==> config.mk <==
export PLATFORM = sky130hd
export DESIGN_NAME = control_sequencer
export DESIGN_NICKNAME = d
export VERILOG_FILES = /design/src/rtl/proc_pkg.sv /design/src/rtl/control_word_decode.sv /design/src/rtl/control_sequencer.sv
export SDC_FILE = /design/constraint.sdc
export NUM_CORES = 1
export LEC_CHECK = 0
export ABC_CLOCK_PERIOD_IN_PS = 2900
export CORE_ASPECT_RATIO = 1.25
export CORE_MARGIN = 2
export CORE_UTILIZATION = 42
export CTS_BUF_LIST = sky130_fd_sc_hd__clkbuf_2
export CTS_CLUSTER_SIZE = 30
export DETAILED_ROUTE_END_ITERATION = 7
export HOLD_SLACK_MARGIN = 0.15
export PLACE_DENSITY = 0.76
export SLEW_MARGIN = 30
export SYNTH_ARGS = -nofsm -noshare
export SYNTH_HDL_FRONTEND = slang
export SYNTH_HIERARCHICAL = 1
export SYNTH_SLANG_ARGS = --single-unit
==> constraint.sdc <==
create_clock -name clk -period 2.9 [get_ports clk]
set_input_delay 0.58 -clock clk [delete_from_list [all_inputs] [get_ports clk]]
set_output_delay 0.58 -clock clk [all_outputs]
set_load 0.02 [all_outputs]
==> src/rtl/proc_pkg.sv <==
// proc_pkg: opcodes, bus codes, FSM states and control-word layout for the sequencer
package proc_pkg;

    localparam logic [5:0] OP_NOP    = 6'h00;
    localparam logic [5:0] OP_LDAC   = 6'h01;
    localparam logic [5:0] OP_STAC   = 6'h02;
    localparam logic [5:0] OP_MVACR1 = 6'h03;
    localparam logic [5:0] OP_MVR1AC = 6'h04;
    localparam logic [5:0] OP_ADD    = 6'h05;
    localparam logic [5:0] OP_INCAC  = 6'h06;
    localparam logic [5:0] OP_JMP    = 6'h07;
    localparam logic [5:0] OP_JMPZ   = 6'h08;
    localparam logic [5:0] OP_INCRA  = 6'h09;
    localparam logic [5:0] OP_INCRB  = 6'h0A;
    localparam logic [5:0] OP_INCRC  = 6'h0B;
    localparam logic [5:0] OP_HALT   = 6'h3F;

    localparam logic [3:0] SEL_AR = 4'd0;
    localparam logic [3:0] SEL_DR = 4'd1;
    localparam logic [3:0] SEL_R1 = 4'd2;
    localparam logic [3:0] SEL_R2 = 4'd3;
    localparam logic [3:0] SEL_R3 = 4'd4;
    localparam logic [3:0] SEL_RA = 4'd5;
    localparam logic [3:0] SEL_RB = 4'd6;
    localparam logic [3:0] SEL_RC = 4'd7;
    localparam logic [3:0] SEL_AC = 4'd8;
    localparam logic [3:0] SEL_PC = 4'd9;

    localparam int C_PC = 9;
    localparam int C_RA = 8;
    localparam int C_RB = 7;
    localparam int C_RC = 6;
    localparam int C_R1 = 5;
    localparam int C_R2 = 4;
    localparam int C_R3 = 3;
    localparam int C_DR = 2;
    localparam int C_AR = 1;
    localparam int C_AC = 0;

    localparam logic [2:0] ALU_PASS = 3'd0;
    localparam logic [2:0] ALU_ADD  = 3'd1;

    typedef enum logic [4:0] {
        S_IDLE, S_F1, S_F2, S_F3, S_DEC,
        S_O1, S_O2, S_O3, S_LD_RD, S_LD_AC, S_ST_DR, S_ST_WR,
        S_MVACR1, S_MVR1AC, S_ADD, S_INCAC, S_INCRA, S_INCRB, S_INCRC,
        S_J1, S_J2, S_JP, S_SKIP, S_HALT
    } state_t;

    typedef struct packed {
        logic [9:0] c_bus;
        logic [3:0] sel;
        logic       ldir;
        logic       pc_inc;
        logic       ac_inc;
        logic       ra_inc;
        logic       rb_inc;
        logic       rc_inc;
        logic [2:0] alu_op;
        logic       mem_rd;
        logic       mem_wr;
        logic       dr_read;
        logic       halted;
    } ctrl_t;

endpackage

==> src/rtl/control_word_decode.sv <==
// control_word_decode: maps the sequencer state (plus mem_ack in read waits) to the control word
module control_word_decode
    import proc_pkg::*;
(
    input  state_t state,
    input  logic   mem_ack,
    output ctrl_t  cw
);

    // Moore decode; only the read-wait acknowledgements depend on mem_ack
    always_comb begin
        cw = '0;
        case (state)
            S_F1, S_O1, S_J1: begin cw.sel = SEL_PC; cw.alu_op = ALU_PASS; cw.c_bus[C_AR] = 1'b1; end
            S_F2, S_O2:       begin cw.mem_rd = 1'b1; cw.dr_read = mem_ack; cw.pc_inc = mem_ack; end
            S_LD_RD, S_J2:    begin cw.mem_rd = 1'b1; cw.dr_read = mem_ack; end
            S_F3:             cw.ldir = 1'b1;
            S_O3:             begin cw.sel = SEL_DR; cw.c_bus[C_AR] = 1'b1; end
            S_LD_AC:          begin cw.sel = SEL_DR; cw.c_bus[C_AC] = 1'b1; end
            S_ST_DR:          begin cw.sel = SEL_AC; cw.c_bus[C_DR] = 1'b1; end
            S_ST_WR:          cw.mem_wr = 1'b1;
            S_MVACR1:         begin cw.sel = SEL_AC; cw.c_bus[C_R1] = 1'b1; end
            S_MVR1AC:         begin cw.sel = SEL_R1; cw.c_bus[C_AC] = 1'b1; end
            S_ADD:            begin cw.sel = SEL_R1; cw.alu_op = ALU_ADD; cw.c_bus[C_AC] = 1'b1; end
            S_INCAC:          cw.ac_inc = 1'b1;
            S_INCRA:          cw.ra_inc = 1'b1;
            S_INCRB:          cw.rb_inc = 1'b1;
            S_INCRC:          cw.rc_inc = 1'b1;
            S_JP:             begin cw.sel = SEL_DR; cw.c_bus[C_PC] = 1'b1; end
            S_SKIP:           cw.pc_inc = 1'b1;
            S_HALT:           cw.halted = 1'b1;
            default:          cw = '0;
        endcase
    end

endmodule

==> src/rtl/control_sequencer.sv <==
// control_sequencer: hardwired fetch/decode/execute FSM driving register unit, ALU and RAM handshake
module control_sequencer
    import proc_pkg::*;
#(
    parameter int OPW  = 6,
    parameter int SELW = 4
)
(
    input  logic            clk,
    input  logic            rst_n,
    input  logic            run,
    input  logic [OPW-1:0]  opcode,
    input  logic            z_flag,
    input  logic            mem_ack,
    output logic [9:0]      C_bus_ctrl_sig,
    output logic [SELW-1:0] select,
    output logic            LDIR,
    output logic            PC_INC,
    output logic            AC_INC,
    output logic            RA_INC,
    output logic            RB_INC,
    output logic            RC_INC,
    output logic [2:0]      alu_op,
    output logic            mem_rd,
    output logic            mem_wr,
    output logic            dr_read,
    output logic            halted,
    output logic            illegal_op
);

    state_t state, next;
    ctrl_t  cw;
    logic   legal;

    assign legal = (opcode <= OPW'(OP_INCRC)) || (opcode == OPW'(OP_HALT));

    // State register; reset also drops any outstanding memory request
    always_ff @(posedge clk) begin
        if (!rst_n) state <= S_IDLE;
        else        state <= next;
    end

    // Next-state: waits hold until mem_ack, DEC dispatches on the IR opcode
    always_comb begin
        next = state;
        case (state)
            S_IDLE:   next = run ? S_F1 : S_IDLE;
            S_F1:     next = S_F2;
            S_F2:     next = mem_ack ? S_F3 : S_F2;
            S_F3:     next = S_DEC;
            S_DEC: begin
                case (opcode)
                    OPW'(OP_LDAC), OPW'(OP_STAC): next = S_O1;
                    OPW'(OP_MVACR1):              next = S_MVACR1;
                    OPW'(OP_MVR1AC):              next = S_MVR1AC;
                    OPW'(OP_ADD):                 next = S_ADD;
                    OPW'(OP_INCAC):               next = S_INCAC;
                    OPW'(OP_INCRA):               next = S_INCRA;
                    OPW'(OP_INCRB):               next = S_INCRB;
                    OPW'(OP_INCRC):               next = S_INCRC;
                    OPW'(OP_JMP):                 next = S_J1;
                    OPW'(OP_JMPZ):                next = z_flag ? S_J1 : S_SKIP;
                    OPW'(OP_HALT):                next = S_HALT;
                    default:                      next = S_F1;
                endcase
            end
            S_O1:     next = S_O2;
            S_O2:     next = mem_ack ? S_O3 : S_O2;
            S_O3:     next = (opcode == OPW'(OP_STAC)) ? S_ST_DR : S_LD_RD;
            S_LD_RD:  next = mem_ack ? S_LD_AC : S_LD_RD;
            S_ST_DR:  next = S_ST_WR;
            S_ST_WR:  next = mem_ack ? S_F1 : S_ST_WR;
            S_J1:     next = S_J2;
            S_J2:     next = mem_ack ? S_JP : S_J2;
            S_HALT:   next = S_HALT;
            default:  next = S_F1;
        endcase
    end

    control_word_decode u_decode (
        .state   (state),
        .mem_ack (mem_ack),
        .cw      (cw)
    );

    // Output mapping from the decoded control word; illegal_op lasts exactly the DEC cycle
    always_comb begin
        C_bus_ctrl_sig = cw.c_bus;
        select         = SELW'(cw.sel);
        LDIR           = cw.ldir;
        PC_INC         = cw.pc_inc;
        AC_INC         = cw.ac_inc;
        RA_INC         = cw.ra_inc;
        RB_INC         = cw.rb_inc;
        RC_INC         = cw.rc_inc;
        alu_op         = cw.alu_op;
        mem_rd         = cw.mem_rd;
        mem_wr         = cw.mem_wr;
        dr_read        = cw.dr_read;
        halted         = cw.halted;
        illegal_op     = (state == S_DEC) && !legal;
    end

endmodule

### After elaboration in Yosys (flattened, before gate mapping)

Index checks and enable logic that the tools add are counted.

| storage, ports and cells | value |
|---|---|
| register bits after elaboration | 5 |
| output and inout bits | 28 |
| logic and storage cells | 77 |

| cells by class | value |
|---|---|
| order comparisons | 1 |
| equality and inequality tests | 35 |
| mux-type cells | 27 |
| reduce and logical (&&, ||, !) cells | 13 |

Operators with widths:

| cell | count |
|---|---|
| case mux 5 bit (14 select lines) | 1 |
| case mux 5 bit (11 select lines) | 1 |
| equality test 5 x 4 -> 1 bit, second input constant | 8 |
| equality test 5 bit, second input constant | 8 |
| equality test 6 x 3 -> 1 bit, second input constant | 4 |
| equality test 6 x 4 -> 1 bit, second input constant | 4 |
| equality test 5 x 3 -> 1 bit, second input constant | 4 |
| 2-to-1 mux 1 bit | 20 |
| case mux 4 bit (4 select lines) | 1 |
| equality test 6 x 2 -> 1 bit, second input constant | 2 |
| equality test 5 x 2 -> 1 bit, second input constant | 2 |
| OR reduction 3 bit | 3 |
| OR reduction 2 bit | 4 |
| OR reduction 4 bit | 2 |
| equality test 6 x 1 -> 1 bit, second input constant | 1 |
| equality test 6 bit, second input constant | 1 |
| <= comparator 6 x 4 -> 1 bit, second input constant | 1 |
| equality test 5 x 1 -> 1 bit, second input constant | 1 |
| logical NOT 5 bit | 1 |
| 2-to-1 mux 4 bit | 1 |
| 2-to-1 mux 3 bit | 1 |
| 2-to-1 mux 2 bit | 1 |
| case mux 1 bit (2 select lines) | 1 |
| logical AND 1 bit | 1 |
| other kinds (2) | 2 |

### Logic depth before layout (Yosys ltp)

| logic depth | value |
|---|---|
| word-level depth | 4 |
| depth in mapped cells | 6 |
| gate-level depth less buffers | 5 |

### Modules after synthesis

Netlist, hierarchy kept.

Modules (own cells, without submodules):

| module | times used | cells each | area an instance (um^2) | seq. area each (um^2) |
|---|---|---|---|---|
| control_sequencer | 1 | 92 | 658.1 | 100.1 |
| control_word_decode | 1 | 59 | 395.4 | 0.0 |

### Least setup slack after synthesis

Ideal clock, no wire load.

| path | value |
|---|---|
| path kind | reg2out |
| start | reg state[3] |
| end | out illegal_op |
| arrival | 1675 ps |
| required time | 2320 ps |
| setup slack | 645 ps |
| cell stages (with the launch flop) | 6 |
| path through | dfxtp_1 -> buf_6 -> nand2b_4 -> or4_1 -> buf_2 -> a211oi_1 |

| between the ends | value |
|---|---|
| longest elaborated chain between the ends | 2 |

Ends and longest elaborated chain:

| what | RTL line | text |
|---|---|---|
| from (decl) | control_sequencer.sv:31 | `state_t state, next;` |
| from (signal assigned) | control_sequencer.sv:40 | `else state <= next;` |
| equality test 5 x 3 -> 1 bit | control_sequencer.sv:101 | `illegal_op = (state == S_DEC) && !legal;` |
| logical AND 1 bit | control_sequencer.sv:101 |  |
| to (decl) | control_sequencer.sv:28 | `output logic illegal_op` |

No other way between the ends.

### Worst setup path after layout

| path | value |
|---|---|
| start | reg state[4] |
| end | out illegal_op |

The elaborated chain is that of the path after synthesis.

==> flow_metrics.env <==
export IMPL_drt_total_wl_mm=2.608
export IMPL_path_max_fanout=14
export IMPL_met3_wirelength_um=145
export IMPL_clock_sinks=5
export IMPL_registers_top_by_ff_count="state"
export IMPL_timing_max_transition_violations_final=0
export IMPL_max_freq_ghz=0.3638
export IMPL_finish_cell_count_without_fillers=213
export IMPL_nFillCells=249
export IMPL_leakagePower_nw=0.4612
export IMPL_wl_met1_um=993
export IMPL_rows=20
export IMPL_endpoint_kind="output port"
export IMPL_ctsLongestPathBuffers=2
export IMPL_finalCoreUtilization_pct=55.78
export IMPL_vias_in_the_first_global_route=1025
export IMPL_synth_seq_area_share_pct=9.501
export IMPL_postSynthAreaPerCell_um2=6.977
export IMPL_worst_slack_ps=151.5
export IMPL_synth_cell_area_mm2=0.001054
export IMPL_initial_utilization_pct=43.85
export IMPL_yosys_register_bits=5
export IMPL_cts_resized=0
export IMPL_die_y_um=60.00
export IMPL_gp_routability_congestion=0.8359
export IMPL_boundaryPins=39
export IMPL_die_area_mm2=0.002927
export IMPL_chipWidth_um=48.80
export IMPL_rsz0062_at_grt="false"
export IMPL_power_density_mw_per_mm2=480.5
export IMPL_synthDistinctLibCells=51
export IMPL_port_bufs=30
export IMPL_report_final_setup_viol=0
export IMPL_dp_hpwl_mm=2.059
export IMPL_worst_hold_path_class="flop to flop"
export IMPL_timing_critical_path_from_type="flop"
export IMPL_routed_wl_met2_mm=1.455
export IMPL_numPlacedInstances=209
export IMPL_cts_setup_buffers=0
export IMPL_area_growth_pct=27.20
export IMPL_final_hold_violation_count=0
export IMPL_preCtsSetupSlack_ps=257.0
export IMPL_timing_final_crit_share_pct=94.78
export IMPL_drive_gt1_share_pct=16.11
export IMPL_grt_antenna_before_repair=0
export IMPL_avgRoutedWirePerCell_um=12.24
export IMPL_nets=192
export IMPL_clock_tree_root_cell="sky130_fd_sc_hd__clkbuf_2"
export IMPL_run_status="finished clean"
export IMPL_critPathKind="flop to output port"
export IMPL_layout_top_registers="state x5"
export IMPL_numCtsBuffers=3
export IMPL_number_of_antenna_diodes=0
export IMPL_total_negative_setup_slacks_ps=0
export IMPL_critical_path_arrival_ps=2170
export IMPL_ys_warns=6
export IMPL_dr_pass1_iters=4
export IMPL_clock_skew_final_ps=4.448
export IMPL_worstSkewPairLatency_ps=220
export IMPL_drv_cap=0
export IMPL_postSynthCellCount=151
export IMPL_clock_tree_from_tritoncts="done"
export IMPL_drc=0
export IMPL_maximum_number_of_pins_on_one_net_before_global_route_repair=20
export IMPL_post_cts_hold_buffer_count=0
export IMPL_largest_register_ffs=5
export IMPL_clk_pin_slew_worst_paths_ps=60
export IMPL_route_vias_total=1168
export IMPL_peakVddDrop_mv=0.2733
export IMPL_grt_first_pass_wirelength_mm=4.278
export IMPL_timing_final_crit_period_ps=2748
export IMPL_dr_first_iter_drc_count=27
export IMPL_antenna_violating_nets_post_route=0
export IMPL_route_detailed_vias_per_inst=5.484
export IMPL_gr_total_overflow=0
export IMPL_required_ps=2320
export IMPL_postSynth_asyncResetShare_pct=0
export IMPL_grtUsageTotal_pct=18.07
export IMPL_synth_ff_type="sky130_fd_sc_hd__dfxtp_1"
export IMPL_number_of_enable_flip_flop_cells_after_synthesis=0
export IMPL_h_tree_depth=1
export IMPL_core_mm2=0.002402
export IMPL_dr_max_layer_used="met4"
## metrics by stage
step	instance area [um2]	hold WS, ps	total power [W]
6_report	1340	676.3	0.0006439
5_1_grt	1340	707.8	0.0006952
4_1_cts	1340	681.6	0.0006438
3_5_place_dp	1320	662.6	0.0005759
3_3_place_gp	1320	655.6	0.0005629
2_1_floorplan	1080	560.3	0.0004739
## critical path, cell delays in order (launching register included)
cell and delay (ps):
sky130_fd_sc_hd__dfxtp_1 440, sky130_fd_sc_hd__or4_1 610, sky130_fd_sc_hd__a211oi_1 250, sky130_fd_sc_hd__clkdlybuf4s50_1 640
## cell usage in the layout, fill, tap and decap left out, drive strengths merged, types with 4 or more instances in the layout
cell            n
nor3b           7
conb            8
dfxtp           5
nor3            6
inv            11
nand2          11
nand2b          4
clkdlybuf4s50  30
clkbuf          4
buf            10
a211oi          4
o21ai           9
nor2           16
a21oi          10
## cell usage after synthesis (all sizes together), types with 2 or more instances
| master | n | area (um2) |
|---|---|---|
| xor2 | 2 | 17.52 |
| nor4 | 3 | 18.77 |
| o22ai | 3 | 18.77 |
| inv | 11 | 41.29 |
| o31a | 3 | 26.28 |
| or3 | 2 | 17.52 |
| nor2 | 16 | 60.06 |
| a31oi | 3 | 18.77 |
| nand2 | 11 | 41.29 |
| a211oi | 4 | 30.03 |
| buf | 16 | 133.9 |
| nand2b | 4 | 47.55 |
| o21a | 3 | 23.77 |
| o21ai | 9 | 45.04 |
| or2 | 2 | 12.52 |
| a311oi | 2 | 17.52 |
| clkbuf | 6 | 42.54 |
| dfxtp | 5 | 100.1 |
| o211ai | 2 | 15.01 |
| xnor2 | 2 | 17.52 |
| nor3b | 7 | 62.56 |
| a21o | 2 | 15.01 |
| nor3 | 6 | 35.03 |
| or4 | 2 | 15.01 |
| nor2b | 2 | 12.51 |
| a21oi | 10 | 53.80 |
## area by class of cell
| type | instances | area, um2 | area share (%) |
|---|---|---|---|
| inverters | 11 | 41.29 | 3.081 |
| repair buffers | 40 | 375.4 | 28.01 |
| flip-flops and latches | 5 | 100.1 | 7.470 |
| clock buffers | 4 | 20.02 | 1.494 |
| multi-input cells | 120 | 762.0 | 56.86 |
| well taps | 33 | 41.29 | 3.081 |
## worst paths after layout
path            start          to  slack, ps  cells past startpoint
max reg2reg  state[4]    state[0]       1100                      5
max          state[4]  illegal_op        150                      3
min reg2reg  state[3]    state[4]        680                      2
min          state[3]    state[4]        680                      2
## power breakdown
part	internal [W]	switching, W	total (W)
registers	0.0000832	0.0000429	0.000126
clock network	0.0000365	0.0000293	0.0000658
logic	0.000203	0.000249	0.000452
## kinds of logic (layout without fill, tap and decap cells)
family | Yosys count | count (layout) | share of synthesized area (%)
AND/OR/NAND/NOR | 59 | 59 | 33.49
AO/OA/AOI/OAI | 47 | 47 | 30.64
buffers and inverters | 33 | 55 | 20.66
flip-flops | 5 | 5 | 9.502
XOR/XNOR | 4 | 4 | 3.326
multiplexers | 2 | 2 | 2.019
other | 1 | 8 | 0.3560
## metal layers
layer	global-route usage, %	vias to the layer above
li1	-	584
met1	18.31	536
met2	37.96	46
met3	2.750	2
met4	4.898	0
met5	0	-
No activity file was read; power rests on OpenSTA's default activity.
